File: config.mk
export PLATFORM = sky130hd
export DESIGN_NAME = mem_arbiter
export DESIGN_NICKNAME = d
export VERILOG_FILES = /design/src/rtl/mem_arbiter.sv
export SDC_FILE = /design/constraint.sdc
export NUM_CORES = 1
export LEC_CHECK = 0
export BUFFER_PORTS_ARGS = -buffer_cell sky130_fd_sc_hd__buf_2
export CAP_MARGIN = 20
export CORE_MARGIN = 4
export CORE_UTILIZATION = 35
export DETAILED_ROUTE_END_ITERATION = 16
export HOLD_SLACK_MARGIN = 0.15
export SLEW_MARGIN = 25
export SYNTH_ARGS = -nofsm -noshare
export SYNTH_HDL_FRONTEND = slang
export SYNTH_SLANG_ARGS = --single-unit
File: constraint.sdc
create_clock -name clk -period 1.94 [get_ports clk]
set_input_delay 0.194 -clock clk [delete_from_list [all_inputs] [get_ports clk]]
set_output_delay 0.194 -clock clk [all_outputs]
set_load 0.05 [all_outputs]
File: src/rtl/mem_arbiter.sv
// ---------------------------------------------------------------------------
// mem_arbiter
// Two requesters (A, B) share one single-port 2**ADDR_W x DATA_W memory.
// At most one access per cycle; ties go to the requester not granted most
// recently (A favoured after reset). Acks are combinational, read data
// returns one cycle after the grant.
//
// Optional feature: define MEM_ARB_INIT_CLEAR_EN to zero the whole memory
// after reset (init_busy high for 2**ADDR_W cycles, no grants meanwhile).
// Without it the arbiter runs straight out of reset with undefined contents.
//
// Ports
//   clk, rst_n                     clock, async active-low reset
//   x_req/x_we/x_addr/x_wdata/x_wmask  requester x access (x = a, b);
//                                  wmask bit0 = low half, bit1 = high half
//   x_ack                          access accepted this cycle
//   x_rvalid/x_rdata               read return, one cycle after grant
//   init_busy                      clear sequence in progress
// ---------------------------------------------------------------------------
module mem_arbiter #(
    parameter int ADDR_W = 4,
    parameter int DATA_W = 8
) (
    input  logic              clk,
    input  logic              rst_n,
    input  logic              a_req,
    input  logic              a_we,
    input  logic [ADDR_W-1:0] a_addr,
    input  logic [DATA_W-1:0] a_wdata,
    input  logic [1:0]        a_wmask,
    output logic              a_ack,
    output logic              a_rvalid,
    output logic [DATA_W-1:0] a_rdata,
    input  logic              b_req,
    input  logic              b_we,
    input  logic [ADDR_W-1:0] b_addr,
    input  logic [DATA_W-1:0] b_wdata,
    input  logic [1:0]        b_wmask,
    output logic              b_ack,
    output logic              b_rvalid,
    output logic [DATA_W-1:0] b_rdata,
    output logic              init_busy
);

    localparam int DEPTH = 1 << ADDR_W;
    localparam int HALF  = DATA_W / 2;

    typedef enum logic {ST_INIT, ST_RUN} state_t;

    state_t              r_state, w_state_nxt;
    logic                r_prio_b;     // 1: B wins the next tie
    logic [DATA_W-1:0]   r_mem [DEPTH];
    logic                r_a_rvalid, r_b_rvalid;
    logic [DATA_W-1:0]   r_a_rdata, r_b_rdata;

    logic                w_run, w_gnt_a, w_gnt_b, w_gnt;
    logic                w_we;
    logic [ADDR_W-1:0]   w_addr;
    logic [DATA_W-1:0]   w_wdata;
    logic [1:0]          w_wmask;

`ifdef MEM_ARB_INIT_CLEAR_EN
    logic [ADDR_W-1:0]   r_clr_cnt;
`endif

    // rst_n is folded in so the combinational acks drop the moment reset
    // asserts, even when the state register already reads RUN.
    always_comb begin
        w_run   = (r_state == ST_RUN) && rst_n;
        w_gnt_a = w_run && a_req && (!b_req || !r_prio_b);
        w_gnt_b = w_run && b_req && (!a_req ||  r_prio_b);
        w_gnt   = w_gnt_a || w_gnt_b;
        w_we    = w_gnt_a ? a_we    : b_we;
        w_addr  = w_gnt_a ? a_addr  : b_addr;
        w_wdata = w_gnt_a ? a_wdata : b_wdata;
        w_wmask = w_gnt_a ? a_wmask : b_wmask;
    end

    always_comb begin
        w_state_nxt = r_state;
        case (r_state)
`ifdef MEM_ARB_INIT_CLEAR_EN
            ST_INIT: if (r_clr_cnt == {ADDR_W{1'b1}}) w_state_nxt = ST_RUN;
`else
            ST_INIT: w_state_nxt = ST_RUN;
`endif
            default: w_state_nxt = ST_RUN;
        endcase
    end

    always_ff @(posedge clk or negedge rst_n) begin
        if (!rst_n) begin
`ifdef MEM_ARB_INIT_CLEAR_EN
            r_state   <= ST_INIT;
            r_clr_cnt <= '0;
`else
            r_state   <= ST_RUN;
`endif
        end else begin
            r_state   <= w_state_nxt;
`ifdef MEM_ARB_INIT_CLEAR_EN
            if (r_state == ST_INIT) r_clr_cnt <= r_clr_cnt + ADDR_W'(1);
`endif
        end
    end

    // Memory array has no reset; the clear sequence (when built in) is the
    // only thing that gives it defined contents.
    always_ff @(posedge clk) begin
`ifdef MEM_ARB_INIT_CLEAR_EN
        if (r_state == ST_INIT) begin
            r_mem[r_clr_cnt] <= '0;
        end else
`endif
        if (w_gnt && w_we) begin
            if (w_wmask[0]) r_mem[w_addr][HALF-1:0]      <= w_wdata[HALF-1:0];
            if (w_wmask[1]) r_mem[w_addr][DATA_W-1:HALF] <= w_wdata[DATA_W-1:HALF];
        end
    end

    always_ff @(posedge clk or negedge rst_n) begin
        if (!rst_n) begin
            r_prio_b   <= 1'b0;
            r_a_rvalid <= 1'b0;
            r_b_rvalid <= 1'b0;
            r_a_rdata  <= '0;
            r_b_rdata  <= '0;
        end else begin
            r_a_rvalid <= w_gnt_a && !a_we;
            r_b_rvalid <= w_gnt_b && !b_we;
            // rdata only moves on a read grant, so it holds between reads.
            if (w_gnt_a && !a_we) r_a_rdata <= r_mem[a_addr];
            if (w_gnt_b && !b_we) r_b_rdata <= r_mem[b_addr];
            if (w_gnt_a)      r_prio_b <= 1'b1;
            else if (w_gnt_b) r_prio_b <= 1'b0;
        end
    end

    assign a_ack     = w_gnt_a;
    assign b_ack     = w_gnt_b;
    assign a_rvalid  = r_a_rvalid;
    assign b_rvalid  = r_b_rvalid;
    assign a_rdata   = r_a_rdata;
    assign b_rdata   = r_b_rdata;
`ifdef MEM_ARB_INIT_CLEAR_EN
    assign init_busy = (r_state == ST_INIT);
`else
    assign init_busy = 1'b0;
`endif

endmodule

==> impl_metrics.csv <==
group,metric,value,unit
power,clkPwrFrac,0.418,
floorplanning,die_area,22800,µm²
clocking,clk_latency,430,ps
floorplanning,core,20200,µm²
final_layout,multi_input_area,2920,µm²
yosys,ys_ff_latch,147,
power,power.switching,2.23,mW
grt,grt.overflow.total,0,
setup_path,max_stage_delay,410,ps
yosys,syn_avg_cell_area,15.9,µm²
power,power_frac_seq,0.425,
final_layout,finish.utilization,0.458,
sta,maxSlewViolCount,0,
yosys,synth_top_area_share,0.537,
grt,grt_pass1_vias,4994,
sta,fin_ws,-31.4,ps
sta,period_share,1.02,
yosys,synthDistinctLibCells,46,
final_layout,drive_gt1_frac,0.465,
grt,met3_usage,0.0347,
power,power_frac_comb,0.157,
grt,track_usage,0.181,
final_layout,finalNonFillerCells,842,
yosys,synth_area_leaders,"edfxtp_1 54%, mux4_2 14%, dfrtp_1 6.6%, mux2i_1 5.3%, nor3_1 2.8%",
routing,vias,4716,
clocking,tritoncts,"yes",
yosys,synth_top_cell_by_area,"edfxtp_1",
setup_path,reg2reg_depth,7,
floorplanning,start_util,0.355,
yosys,yosysWarnings,0,
final_layout,antenna_cells,0,
hold_path,worstHoldStart,"a_addr[3]",
sta,slew_headroom,0.616,
setup_path,crit_path_top_delay_cell,"dfrtp_1",
floorplanning,num_rows,52,
setup_path,timing.rr.end,"r_mem[6][1]",
power,power_density,926,nW/µm²
yosys,synth_common_cells,"128 x edfxtp_1, 45 x mux4_2, 40 x nor3_1",
yosys,synth-edff-count,128,
sta,tns,-207,ps
yosys,yosys_most_used_dff,"edfxtp_1",
grt,busiest_layer,"met2",
routing,drt-total-wl,20000,µm
yosys,synth.most_common_cell,"edfxtp_1",
clocking,clock_sinks,147,
placed_design,finalWeightedCongestion,0.812,
setup_path,r2r_start,"r_prio_b",
setup_path,cp.required,2080,ps
sta,rsz0062_at_grt,"true",
placed_design,port-buffer-count,53,
routing,first_pass_iters,5,
power,leakagePower,3.33,nW
final_layout,fillCellCount,1774,
setup_path,crit_chain,"a21boi_4, and2_4, buf_12, o221ai_4, buf_12, nor3_2, buf_4",
setup_path,crit_top_cell,"buf_12",
setup_path,criticalPathCategory,"reg -> reg",
run_status,outcome,"finished, violations left",
final_layout,syn2layout_area_growth,28.9,%
sta,max_freq,507,MHz
final_layout,nets,593,
routing,detail_route.vias_per_cell,5.60,
setup_path,worstSetupEndpointType,"flip-flop",
final_layout,seqCellArea,4320,µm²
setup_path,r2r_slack,-30,ps
yosys,syn-num-nets,483,
yosys,syn-cell-area,7160,µm²
yosys,seq_area_frac_synth,0.603,
placed_design,placed_cell_area,8080,µm²
clocking,ctsLongestPathBuffers,2,
routing,wl_per_cell,23.8,µm
clocking,clockRootBuffer,"clkbuf_16",
power,switching_share,0.262,
placed_design,pre_cts_ws,-363,ps
routing,drt-initial-drc-count,285,
sta,timing.final.crit_period,1970,ps
hold_path,min_path_type,"in -> reg",
setup_path,startpoint_type,"flip-flop",
clocking,clk_pin_slew,60,ps
grt,antenna_found_initial,0,
sta,finalHoldViolations,0,
grt,grt_pass1_wl,30300,µm
routing,detail-route-antenna-nets,0,
sta,whs,249,ps
yosys,synth-async-reset-ratio,0.129,
grt,grt_use_met1,0.221,
run_status,violations,"negative setup slack",
floorplanning,die_h,151,µm
hold_path,whs_path_depth,3,
power,peakVddDrop,0.887,mV
clocking,htreeDepth,4,
floorplanning,dieWidth,151,µm
power,power,8.54,mW
placed_design,dp.cells,799,
clocking,numCtsBuffers,17,
sta,skew,10.1,ps
sta,setup_viol,12,
setup_path,cp_max_fo,11,
yosys,synthCells,449,
setup_path,cp-startpoint,"r_prio_b",
placed_design,dp_hpwl,14100,µm
sta,worst_pin_slew,575,ps
routing,route.detailed.drc,0,
setup_path,arrival,2110,ps
grt,grt_max_degree,32,
power,power.internal,6.31,mW
final_layout,fin_area,9230,µm²
hold_path,hold_end,"a_rdata[0]",
grt,grt_use_met2,0.320,
job,cap_violations,0,
floorplanning,pin_count,55,
metal layers:
| layer | part of all wire | wire, µm |
|---|---|---|
| met1 | 0.40 | 7900 |
| met2 | 0.54 | 10700 |
| met3 | 0.046 | 915 |
| met4 | 0.022 | 446 |
| met5 | 0 | 0 |
worst max-delay path, delay by kind of cell (launching register included):
family	cells	cell delay, ps
buffers and inverters	3	500
AND/OR/NAND/NOR	2	420
flip-flops	1	410
AO/OA/AOI/OAI	2	350
worst max-delay path by stage:
| stage | slack (ps) | to | cells after the start |
|---|---|---|---|
| global route | -80 | r_mem[6][1] | 7 |
| floorplan | -60 | r_mem[3][0] | 6 |
| CTS | -20 | r_mem[14][6] | 6 |
| global placement | -320 | r_mem[4][0] | 6 |
| detailed placement | -360 | r_mem[4][3] | 6 |
| finish | -30 | r_mem[6][1] | 7 |
placed cells by master, fill, tap and decap left out, types with 8 or more instances in the layout:
cell type    n
clkbuf_16   17
buf_4       52
nor2_1      18
a31oi_1      9
edfxtp_1   128
o22ai_1     14
nor3_2      30
mux2i_1     38
a21oi_1      9
buf_12       8
nand2_1     17
buf_6       13
a211o_1      8
mux4_2      45
dfrtp_1     19
buf_2       52
what timing repair did:
action / CTS / global route
gates cloned: 1 / 0
buffers inserted: 2 / 5
hold buffers: 3 / 0
resized for setup: 29 / 57
endpoints found under the hold margin: 20 / 0
endpoints found under the setup margin: 245 / 237
pin swaps: 5 / 6
cell families (layout without fill, tap and decap cells):
family / after synthesis / in the layout / share of synthesized area
other: 1 / 1 / 0.000524
multiplexers: 95 / 95 / 0.222
flip-flops: 147 / 147 / 0.603
AO/OA/AOI/OAI: 68 / 68 / 0.0723
buffers and inverters: 43 / 166 / 0.0363
AND/OR/NAND/NOR: 95 / 95 / 0.0657
state kept, by name, summed over array words and instances (netlist names):
signal,cells
r_mem,128
a_rdata,8
b_rdata,8
a_rvalid,1
b_rvalid,1
r_prio_b,1
final cells by class:
| type | count | share of cell area |
|---|---|---|
| Clock buffer | 19 | 0.0469 |
| Multi-Input combinational cell | 259 | 0.317 |
| Inverter | 6 | 0.00244 |
| Tap cell | 270 | 0.0366 |
| Sequential cell | 147 | 0.468 |
| Timing Repair Buffer | 128 | 0.107 |
| Clock inverter | 13 | 0.0224 |
power groups by stage:
stage	Clock, mW	Sequential, mW	Combinational [mW]
final	3.57	3.63	1.34
after global routing	3.78	3.64	1.42
after CTS	3.61	3.63	1.27
after detailed placement	0	3.69	1.21
after global placement	0	3.69	1.19
after floorplan	0	3.99	0.531
(Power assumes the default switching activity.)
